==> config.mk <==
export PLATFORM = sky130hd
export DESIGN_NAME = twos_comp_serial_ctrl_flat
export DESIGN_NICKNAME = d
export VERILOG_FILES = /design/src/rtl/twos_comp_serial_ctrl_pkg.sv /design/src/rtl/twos_comp_serial_ctrl_if.sv /design/src/rtl/twos_comp_bit_cell.sv /design/src/rtl/twos_comp_serial_ctrl.sv /design/src/flat_wrapper.sv
export SDC_FILE = /design/constraint.sdc
export NUM_CORES = 1
export LEC_CHECK = 0
export CORE_UTILIZATION = 56
export CTS_BUF_LIST = sky130_fd_sc_hd__clkbuf_16
export DETAILED_ROUTE_END_ITERATION = 6
export MAX_ROUTING_LAYER = met4
export PLACE_DENSITY = 0.92
export SLEW_MARGIN = 20
export SYNTH_ARGS = -nofsm -noshare
export SYNTH_HDL_FRONTEND = slang
export SYNTH_SLANG_ARGS = --single-unit
export TNS_END_PERCENT = 10
==> constraint.sdc <==
create_clock -name clk -period 3.09 [get_ports clk]
set_input_delay 0.4635 -clock clk [delete_from_list [all_inputs] [get_ports clk]]
set_output_delay 0.4635 -clock clk [all_outputs]
set_load 0.005 [all_outputs]
==> src/rtl/twos_comp_serial_ctrl_pkg.sv <==
// Shared definitions for the bit-serial two's-complement negation engine.
//   - state_t       : controller state encoding (2'd3 is illegal, recovers to IDLE)
//   - DEFAULT_WIDTH : default operand/result width
package twos_comp_serial_ctrl_pkg;

    localparam int DEFAULT_WIDTH = 4;

    typedef enum logic [1:0] {
        IDLE  = 2'd0,
        SHIFT = 2'd1,
        DONE  = 2'd2
    } state_t;

endpackage

==> src/rtl/twos_comp_serial_ctrl_if.sv <==
// Request/result bundle of the serial negation engine.
//   start    : request, sampled only while the engine is idle
//   in_data  : operand, captured on the accepted start cycle
//   busy     : high while bits are being sequenced
//   done     : one-cycle pulse when out_data becomes valid
//   out_data : negated result, held until the next operation completes
//   ovf      : operand was the most-negative value; held like out_data
//   ser_bit  : result bit produced this cycle, 0 when not sequencing
// The master modport is the requester side, the slave modport the engine.
interface twos_comp_serial_ctrl_if
    import twos_comp_serial_ctrl_pkg::*;
#(
    parameter int WIDTH = DEFAULT_WIDTH
);

    logic             start;
    logic [WIDTH-1:0] in_data;
    logic             busy;
    logic             done;
    logic [WIDTH-1:0] out_data;
    logic             ovf;
    logic             ser_bit;

    modport master (
        output start, in_data,
        input  busy, done, out_data, ovf, ser_bit
    );

    modport slave (
        input  start, in_data,
        output busy, done, out_data, ovf, ser_bit
    );

endinterface

==> src/rtl/twos_comp_bit_cell.sv <==
// Single-bit two's-complement negation cell (combinational).
// Bits are copied up to and including the first 1 seen from the LSB,
// every later bit is inverted.
//   b        : current operand bit
//   seen_in  : a 1 has already been seen in a lower bit
//   r        : negated result bit
//   seen_out : updated "1 seen" flag for the next bit
module twos_comp_bit_cell (
    input  logic b,
    input  logic seen_in,
    output logic r,
    output logic seen_out
);

    assign r        = b ^ seen_in;
    assign seen_out = b | seen_in;

endmodule

==> src/rtl/twos_comp_serial_ctrl.sv <==
// Bit-serial two's-complement negation engine. One WIDTH-bit operand is
// streamed LSB-first through a single negation cell, one bit per clock.
//   clk   : rising-edge clock
//   reset : synchronous, active-high reset (wins over start)
//   bus   : request/result bundle, slave side (see twos_comp_serial_ctrl_if)
// Timing: start accepted at edge k -> busy for WIDTH cycles -> done pulse in
// the following cycle -> one IDLE cycle before the next start can be taken.
module twos_comp_serial_ctrl
    import twos_comp_serial_ctrl_pkg::*;
#(
    parameter int WIDTH = DEFAULT_WIDTH
) (
    input  logic                   clk,
    input  logic                   reset,
    twos_comp_serial_ctrl_if.slave bus
);

    localparam int                CNT_W    = $clog2(WIDTH) + 1;
    localparam logic [CNT_W-1:0]  LAST_CNT = CNT_W'(WIDTH - 1);

    state_t           state;
    logic [CNT_W-1:0] counter;
    logic             seen_one;
    logic [WIDTH-1:0] operand;
    logic [WIDTH-1:0] captured;
    logic [WIDTH-1:0] result;
    logic             busy_q;
    logic             done_q;
    logic [WIDTH-1:0] out_q;
    logic             ovf_q;

    logic             cell_r;
    logic             cell_seen;
    logic [WIDTH-1:0] result_next;

    twos_comp_bit_cell u_cell (
        .b        (operand[0]),
        .seen_in  (seen_one),
        .r        (cell_r),
        .seen_out (cell_seen)
    );

    // Result fills from the MSB end so that after WIDTH shifts the first
    // produced bit has reached the LSB.
    assign result_next = {cell_r, result[WIDTH-1:1]};

    assign bus.ser_bit  = (state == SHIFT) ? cell_r : 1'b0;
    assign bus.busy     = busy_q;
    assign bus.done     = done_q;
    assign bus.out_data = out_q;
    assign bus.ovf      = ovf_q;

    // NOTE: non-blocking assignments keep every register sampling the
    // pre-edge values, so the shift chain and the FSM update together.
    always_ff @(posedge clk) begin
        if (reset) begin
            state    <= IDLE;
            counter  <= '0;
            seen_one <= 1'b0;
            operand  <= '0;
            captured <= '0;
            result   <= '0;
            busy_q   <= 1'b0;
            done_q   <= 1'b0;
            out_q    <= '0;
            ovf_q    <= 1'b0;
        end else begin
            case (state)
                IDLE: begin
                    done_q <= 1'b0;
                    if (bus.start) begin
                        operand  <= bus.in_data;
                        captured <= bus.in_data;
                        result   <= '0;
                        counter  <= '0;
                        seen_one <= 1'b0;
                        busy_q   <= 1'b1;
                        state    <= SHIFT;
                    end
                end
                SHIFT: begin
                    operand  <= operand >> 1;
                    result   <= result_next;
                    seen_one <= cell_seen;
                    if (counter == LAST_CNT) begin
                        // Publish the completed word in the same edge that
                        // enters DONE so out_data and done rise together.
                        busy_q <= 1'b0;
                        done_q <= 1'b1;
                        out_q  <= result_next;
                        // Only the most-negative value negates to itself
                        // with the sign bit set (zero also maps to itself).
                        ovf_q  <= (result_next == captured) && result_next[WIDTH-1];
                        state  <= DONE;
                    end else begin
                        counter <= counter + 1'b1;
                    end
                end
                DONE: begin
                    done_q <= 1'b0;
                    state  <= IDLE;
                end
                default: begin
                    busy_q <= 1'b0;
                    done_q <= 1'b0;
                    state  <= IDLE;
                end
            endcase
        end
    end

endmodule

==> src/flat_wrapper.sv <==
// flat-port wrapper written by rule: the top's interface ports become plain ports
module twos_comp_serial_ctrl_flat import twos_comp_serial_ctrl_pkg::*;
#(
    parameter int WIDTH = DEFAULT_WIDTH
)
  (clk, reset, bus_start, bus_in_data, bus_busy, bus_done, bus_out_data, bus_ovf, bus_ser_bit);
  twos_comp_serial_ctrl_if #(.WIDTH(WIDTH)) bus_i ();
  input  logic clk;
  input  logic reset;
  input wire logic [$bits(bus_i.start)-1:0] bus_start;
  input wire logic [$bits(bus_i.in_data)-1:0] bus_in_data;
  output wire logic [$bits(bus_i.busy)-1:0] bus_busy;
  output wire logic [$bits(bus_i.done)-1:0] bus_done;
  output wire logic [$bits(bus_i.out_data)-1:0] bus_out_data;
  output wire logic [$bits(bus_i.ovf)-1:0] bus_ovf;
  output wire logic [$bits(bus_i.ser_bit)-1:0] bus_ser_bit;
  assign bus_i.start = bus_start;
  assign bus_i.in_data = bus_in_data;
  assign bus_busy = bus_i.busy;
  assign bus_done = bus_i.done;
  assign bus_out_data = bus_i.out_data;
  assign bus_ovf = bus_i.ovf;
  assign bus_ser_bit = bus_i.ser_bit;
  twos_comp_serial_ctrl #(.WIDTH(WIDTH)) u_core (.clk(clk), .reset(reset), .bus(bus_i));
endmodule
==> impl_results.md, run 1 <==
* Num CTS Buffers at 3
* Clock Latency Late Sink at about 250 ps
* Cell area after synthesis at approximately 1100 sq um
* Global-route wire length before repair at around 3400 microns
* Core ar. at 1760 sq um
* Kind of critical path: reg -> out
* Sequential area share after synthesis at 44.9%
* Leakage Power at 0.529 nW
* Die area at 2090 sq um
* Avg WL per Cell at 13.2 microns
* Post-layout min period at about 2300 ps
* CTS tree: done
* Worst-margin pin slew at just over 800 ps
* Area Growth Syn to Fin at 22.8%
* CP max stage delay at roughly 680 ps
* Via density at about 5.4
* Most instantiated cells after synthesis: dfxtp_1, nor2_1, mux2i_1, nand2_1
* Hold_buf cts at 0
* CP arrival at about 1900 ps
* Initial antenna violation count at 0
* Final period util at about three quarters
* Clock slew at reported path FFs at ~60 ps
* # Post-CTS Setup Buffers at 0
* Syn_nets at between 100 and 150
* Final wirelength at between 1500 and 2000 microns
* Final worst slack at about 760 ps
* Final slew viol count at 0
* NumNets Final at between 100 and 150
* H-tree lvl count at 1
* Total GRT Usage at approximately a quarter
* Max VDD drop at 0.394 mV
* Height of the chip at 45.7 microns
* Antenna cells at 0
* Critical Path Slowest Stage Cell: dfxtp_1
* Antenna-violating nets left at 0
* Syn avg cell area at 9.39 sq um
* Clock Tree Root: clkbuf_16
* Tot Pwr at between 700 and 800 uW
* F_max at around 0.43 GHz
* # port buffers at 14
* #FFs+latches synth at 24
* Power density cells at roughly 580 nW/um^2
* Row cnt at 15
* Final Hold Vio Count at 0
* Top-count cell post-synth: dfxtp_1
* Fin Setup TNS at 0 ps
* Layout cells sized above 1 at under 10%
* Setup violations, final at 0
* Slew headroom at roughly 45%
* Filler cells at around 140
* EDFF count, synth at 0
* Status: complete, no violations
* Largest net degree at the start of global routing at 26
* Asr flop ratio synth at 0%
* Critical path buffers and inverters at 1
* Routability congestion estimate from global placement at roughly 0.8
* Crit path cell chain: and2b_2 -> and2_1 -> clkdlybuf4s50_1
* Grt total ovfl at 0
* Largest cells by area after synthesis: dfxtp_1, mux2i_1, nor2_1
* Placed Cells incl. Taps at around 150
* Dominant synthesized flop cell: dfxtp_1
* DRC viols at 0
* YS warnings at 0
* Initial cell density of the core at 60.7%
* Final core occ at between 70% and 80%
* Post-detail-place hpwl at around 1300 microns
* # IOs at 15
* RSZ-0062 raised after global routing: no
* Final Skew at 1.67 ps
* Critical Path End Type: primary output
* Yosys cell types at 28
* Hold Crit Class: reg -> reg
* Drt pass-1 iters at 4
* CP Data Required Time at 2630 ps
* Max clock buf depth at 2
* Clk sinks at 24
* Final Non-Filler Cells at approximately 150
* Top delay family on crit path: flip-flops
* Cells after Synth at roughly 110
* Max-Cap Viols at 0
* Vias in the first global route at 767
* Critical Path Fanout Max at 14
* Post-cts sizing count at 0
* Startpoint Class: register
* Vias at 810
* Die Width at 45.7 microns
* Pre-CTS WS at 1060 ps
* Initial drt markers at 17
* Yosys top cell by area: dfxtp_1
* Share of the synthesized area in the top cell type at 44.9%
[area by class of cell]
class	instances	area, sq um	share of cell area, %
Clock buffer	3	75.1	5.71
Timing Repair Buffer	14	140	10.7
Sequential cell	24	480	36.5
Multi-Input combinational cell	79	539	41.0
Clock inverter	1	30.0	2.28
Tap cell	25	31.3	2.38
Inverter	5	18.8	1.43
[per-stage QoR]
stage                     instance area (sq um)  hold slack (ps)
after floorplan                            1070              445
final                                      1320              467
after global routing                       1320              498
after CTS                                  1320              466
after global placement                     1210              457
after detailed placement                   1210              460
[cells by family after synthesis]
| kind of cell | share of synthesized area [%] |
|---|---|
| flip-flops | 44.9 |
| multiplexers | 11.2 |
| adder cells (fa/ha/maj) | 3.51 |
| AO/OA/AOI/OAI | 13.7 |
| AND/OR/NAND/NOR | 19.5 |
| XOR/XNOR | 2.45 |
| buffers and inverters | 4.79 |
[per-layer routing]
metal	vias to the layer above	wire length (microns)	track usage (%)	share of wire, %
met5	-	0	-	0
met4	0	19	10.0	0.95
met3	4	77	5.16	3.9
met2	16	996	38.0	50
met1	376	899	28.6	45
li1	414	-	-	-
[report_power, final]
part           switching (mW)  internal (mW)
clock                   0.105          0.257
sequential             0.0125          0.322
combinational          0.0294         0.0338
total                   0.147          0.613
[flip-flops by register name, summed over array words and instances (netlist names)]
register             flops
u_core.state             2
u_core.result            3
u_core.bus.busy          1
u_core.captured          4
u_core.counter           3
u_core.bus.ovf           1
u_core.seen_one          1
u_core.bus.out_data      4
u_core.operand           4
u_core.bus.done          1
[path summary, 6_finish.rpt]
| check | start | end | slack, ps | cells past startpoint |
|---|---|---|---|---|
| max | u_core.state[0] | bus_ser_bit | 760 | 3 |
| min | u_core.counter[2] | u_core.counter[2] | 470 | 2 |
| max reg2reg | u_core.counter[0] | u_core.bus.ovf | 1420 | 4 |
| min reg2reg | u_core.counter[2] | u_core.counter[2] | 470 | 2 |
[cells in the final DEF (no fill, tap or decap)]
| cell | count |
|---|---|
| a211oi_1 | 3 |
| a21o_1 | 1 |
| a21oi_1 | 5 |
| a22oi_1 | 4 |
| and2_1 | 4 |
| and2b_2 | 1 |
| bufinv_16 | 1 |
| clkbuf_16 | 3 |
| clkdlybuf4s50_1 | 14 |
| dfxtp_1 | 24 |
| ha_1 | 3 |
| inv_1 | 5 |
| mux2i_1 | 12 |
| nand2_1 | 6 |
| nand2b_1 | 1 |
| nand3_1 | 1 |
| nand3b_1 | 2 |
| nand3b_2 | 1 |
| nor2_1 | 18 |
| nor2b_1 | 1 |
| nor3_1 | 3 |
| nor3b_1 | 1 |
| nor3b_4 | 1 |
| o21ai_0 | 4 |
| o21ba_2 | 1 |
| o21bai_1 | 2 |
| o41ai_2 | 1 |
| xnor2_1 | 3 |
[worst reg2reg max path: cells and delay by family (launching register included)]
kind | cells | cell delay, ps
and+or+nand+nor | 1 | 280
AOI/OAI and AO/OA | 1 | 370
DFF | 1 | 390
adders and majority gates | 2 | 530
No activity file was read; power rests on OpenSTA's default activity.
==> run 2, diff against run 1 <==
- CORE_UTILIZATION: 56 -> 47
- PLACE_DENSITY: 0.92 -> 0.84
- clock period: 3.09 -> 1.98 ns (I/O delays scaled with it)
==> run 2 against run 1 <==
Net effect:
- die area is 18% higher
- clock skew is 1.1 ps higher
- worst setup slack worse by 700 ps
- sequential share of layout area down 0.38 points
- via count is 1.7% higher
- hold slack gained 2.6 ps
- cell area increased by 1.0%
- sequential power rose by 54%
- clock-buffer cell count is the same
- register-to-register slack worse by 900 ps
- clock power increased by 19%
- power is 39% higher
- critical path type unchanged
- highest routed layer unchanged
==> impl_results.md, run 2 (synthesis gave the netlist of run 1 again) <==
* DP Area at roughly 1200 sq um
* Grt total ovfl at 0
* Die Width at approximately 50 microns
* Antenna-violating nets left at 0
* Area Growth Syn to Fin at 24.1%
* Kind of critical path: reg -> out
* NumNets Final at 142
* Clock Tree Root: clkbuf_16
* Layout cells sized above 1 at roughly a tenth
* Row cnt at 16
* Worst-margin pin slew at between 600 and 700 ps
* Die area at between 2000 and 2500 sq um
* HP Start: u_core.bus.busy
* Drt pass-1 iters at 4
* Core ar. at ~2000 sq um
* Fin Setup TNS at 0 ps
* Total GRT Usage at around 20%
* Top delay family on crit path: buffers and inverters
* Critical Path Fanout Max at 4
* # Post-CTS Setup Buffers at 0
* R2R setup slack at ~520 ps
* Vias in the first global route at between 800 and 900
* Area of the multi-input gates at between 500 and 600 sq um
* Initial antenna violation count at 0
* Initial drt markers at 14
* Setup violations, final at 0
* Max VDD drop at around 0.7 mV
* Antenna cells at 0
* F_max at between 0.5 and 0.6 GHz
* Final Hold Vio Count at 0
* RSZ-0062 raised after global routing: no
* Crit. Startpoint: u_core.operand[0]
* Via density at about 5.2
* Status: complete, no violations
* Tot Pwr at around 1.1 mW
* Clock slew at reported path FFs at 60 ps
* Global-route wire length before repair at about 3500 microns
* Filler cells at between 150 and 200
* CP Data Required Time at roughly 1700 ps
* Hold Crit Class: reg -> reg
* Clk sinks at 24
* CTS tree: done
* Post-layout min period at around 1900 ps
* Critical Path End Type: primary output
* Power density cells at around 800 nW/um^2
* Max clock buf depth at 2
* Pre-CTS WS at 279 ps
* Final slew viol count at 0
* Most frequent cells in the layout: dfxtp_1, nor2_1, clkdlybuf4s50_1
* DRC viols at 0
* Final period util at roughly 97%
* Vias at 824
* Final wirelength at about 2100 microns
* Slew headroom at 58.3%
* Routability congestion estimate from global placement at 0.769
* Post-cts sizing count at 0
* Height of the chip at 49.7 microns
* Hold_buf cts at 0
* Startpoint Class: register
* CP max stage delay at 500 ps
* Critical Path Slowest Stage Cell: clkdlybuf4s50_1
* Worst R2R Start: u_core.counter[0]
* Most common cell after layout, fill and taps aside: dfxtp_1
* Seq. cell area at 480 sq um
* Final instance area at approximately 1300 sq um
* Leakage Power at ~0.54 nW
* Clock Latency Late Sink at 260 ps
* Final Skew at about 2.8 ps
* Critical path buffers and inverters at 2
* Crit path cell chain: inv_1 -> ha_1 -> and2_1 -> clkdlybuf4s50_1
* # port buffers at 14
* Final worst slack at between 60 and 70 ps
* Avg WL per Cell at ~14 microns
* Initial cell density of the core at 52.5%
* Max-Cap Viols at 0
* # IOs at 15
* Post-detail-place hpwl at 1520 microns
* H-tree lvl count at 1
* Largest net degree at the start of global routing at 14
* Num CTS Buffers at 3
* CP arrival at 1620 ps
## run 2: routing by layer
layer	wire length, microns	share of wire [%]	GRT usage [%]
met1	1020	48	22.5
met2	1040	48	32.7
met3	54	2.5	2.78
met4	29	1.4	10.0
met5	0	0	-
## run 2: metrics by stage
| step | hold slack, ps | std cells | util [%] |
|---|---|---|---|
| final | 469 | 158 | 65.1 |
| after global routing | 511 | 158 | 65.1 |
| after CTS | 471 | 158 | 65.1 |
| after detailed placement | 463 | 154 | 61.2 |
| after global placement | 454 | 154 | 61.2 |
| after floorplan | 444 | 114 | - |
## run 2: tightest hold or removal path: stages (launching register included)
cell and delay [ps]:
dfxtp_1 320, nand2_1 50, a21oi_1 50
## run 2: cell type report
cell class              instances  area share (%)
flip-flops and latches         24            36.2
repair buffers                 19            13.4
clock buffers                   3            5.65
clock inverters                 1           0.282
multi-input cells              79            40.6
well taps                      27            2.54
inverters                       5            1.41
## run 2: path summary, 6_finish.rpt
check	to	cells after the start
min reg2reg	u_core.bus.busy	2
min	u_core.bus.busy	2
max	bus_ser_bit	4
max reg2reg	u_core.counter[0]	6
## run 2: power by group
group | internal (mW) | total [mW] | leakage, nW | switching [mW]
Combinational | 0.0575 | 0.113 | 0.307 | 0.0554
Clock | 0.270 | 0.430 | 0.0385 | 0.161
Sequential | 0.502 | 0.516 | 0.196 | 0.0132
Total | 0.830 | 1.06 | 0.542 | 0.229
==> run 3, diff against run 2 <==
- CTS_BUF_LIST: sky130_fd_sc_hd__clkbuf_16 -> default
==> run 3 against run 2 <==
Net effect:
- register-to-register slack is essentially flat
- largest cell class unchanged
- sequential share of layout area grew 0.89 points
- maximum frequency grew 23%
- combinational power grew 4%
- critical path depth is the same
- global-route usage grew 0.19 points
- power shrank 16%
- largest power group unchanged
==> impl_results.md, run 3 (synthesis gave the netlist of run 1 again) <==
* Status: complete, no violations
* Max clock buf depth at 2
* Core ar. at a little over 2000 sq um
* Worst-margin pin slew at around 600 ps
* Vias in the first global route at around 800
* Max VDD drop at approximately 0.55 mV
* DP Area at approximately 1200 sq um
* Critical Path End Type: primary output
* Row cnt at 16
* Final Skew at roughly 1.1 ps
* Slew headroom at 59.6%
* Most frequent cells in the layout: dfxtp_1, nor2_1, clkdlybuf4s50_1
* Area Growth Syn to Fin at 21.7%
* Final slew viol count at 0
* Initial cell density of the core at between 50% and 60%
* Routability congestion estimate from global placement at 0.769
* Drt pass-1 iters at 4
* Critical Path Slowest Stage Cell: dfxtp_2
* Clock Latency Late Sink at around 320 ps
* Final wirelength at 2170 microns
* Largest net degree at the start of global routing at 14
* Most common cell after layout, fill and taps aside: dfxtp_1
* Die area at around 2500 sq um
* Initial drt markers at 17
* Critical Path Fanout Max at 4
* Placed Cells incl. Taps at between 150 and 200
* Final core occ at 63.8%
* Via density at between 5 and 6
* Clk sinks at 24
* Final Hold Vio Count at 0
* Height of the chip at 49.7 microns
* Clock Tree Root: clkbuf_4
* Die Width at just under 50 microns
* R2R setup slack at between 500 and 600 ps
* Initial antenna violation count at 0
* Final period util at about four fifths
* Power density cells at 685 nW/um^2
* # Post-CTS Setup Buffers at 0
* Final instance area at about 1300 sq um
* Startpoint Class: register
* CTS tree: done
* Vias at around 840
* Num CTS Buffers at 3
* RSZ-0062 raised after global routing: no
* H-tree lvl count at 1
* Kind of critical path: reg -> out
* Hold_buf cts at 0
* CP max stage delay at ~350 ps
* NumNets Final at around 140
* Grt total ovfl at 0
* Setup violations, final at 0
* Final Non-Filler Cells at ~160
* Hold Crit Class: reg -> reg
* Max-Cap Viols at 0
* Crit path cell chain: inv_1 -> ha_4 -> and2_1 -> dlymetal6s2s_1
* CP arrival at between 1000 and 1500 ps
* Post-cts sizing count at 3
* F_max at between 0.6 and 0.7 GHz
* Layout cells sized above 1 at 13.0%
* Antenna cells at 0
* Avg WL per Cell at ~14 microns
* Antenna-violating nets left at 0
* # IOs at 15
* Leakage Power at about 0.54 nW
* CP Data Required Time at approximately 1700 ps
* DRC viols at 0
* Post-layout min period at roughly 1600 ps
* Fin Setup TNS at 0 ps
* Total GRT Usage at just under 20%
* Post-detail-place hpwl at 1520 microns
* Global-route wire length before repair at approximately 3600 microns
* Clock slew at reported path FFs at ~130 ps
* # port buffers at 14
-- run 3: critical path: cells and delay by family, from the launching register on --
kind	cells	cell delay [ps]
buffers and inverters	2	210
AND/OR/NAND/NOR	1	130
flip-flops	1	350
adder cells (fa/ha/maj)	1	250
-- run 3: metal layers --
metal  vias to the layer above  GRT usage [%]  wire, microns
met3                         6           3.40            111
li1                        421              -              -
met4                         0           9.52             48
met5                         -              -              0
met1                       387           24.2           1000
met2                        27           31.1           1000
-- run 3: cell type report --
type	count	area, sq um
clock buffer	4	36.3
fill	166	738
inverter	5	18.8
multi-input combinational	79	552
sequential	24	483
tap	27	33.8
timing repair buffer	19	180
-- run 3: report_power, final --
group	internal, mW	total (mW)	leakage (nW)	switching, mW
clock	0.113	0.260	0.0210	0.147
combinational	0.0599	0.117	0.326	0.0567
sequential	0.503	0.516	0.197	0.0135
total	0.675	0.893	0.543	0.218
-- run 3: through the flow --
step | setup slack, ps | hold WS [ps] | power [mW]
after floorplan | 622 | 444 | 0.598
after global placement | 363 | 454 | 0.632
after detailed placement | 279 | 463 | 0.637
after CTS | 46.0 | 480 | 0.893
after global routing | 367 | 522 | 0.932
final | 416 | 479 | 0.893
-- run 3: worst paths after layout --
check / depth (start not counted) / start / to
max reg2reg: 6 / u_core.counter[0] / u_core.counter[0]
min reg2reg: 2 / u_core.counter[2] / u_core.counter[2]
max: 4 / u_core.operand[0] / bus_ser_bit
min: 2 / u_core.counter[2] / u_core.counter[2]
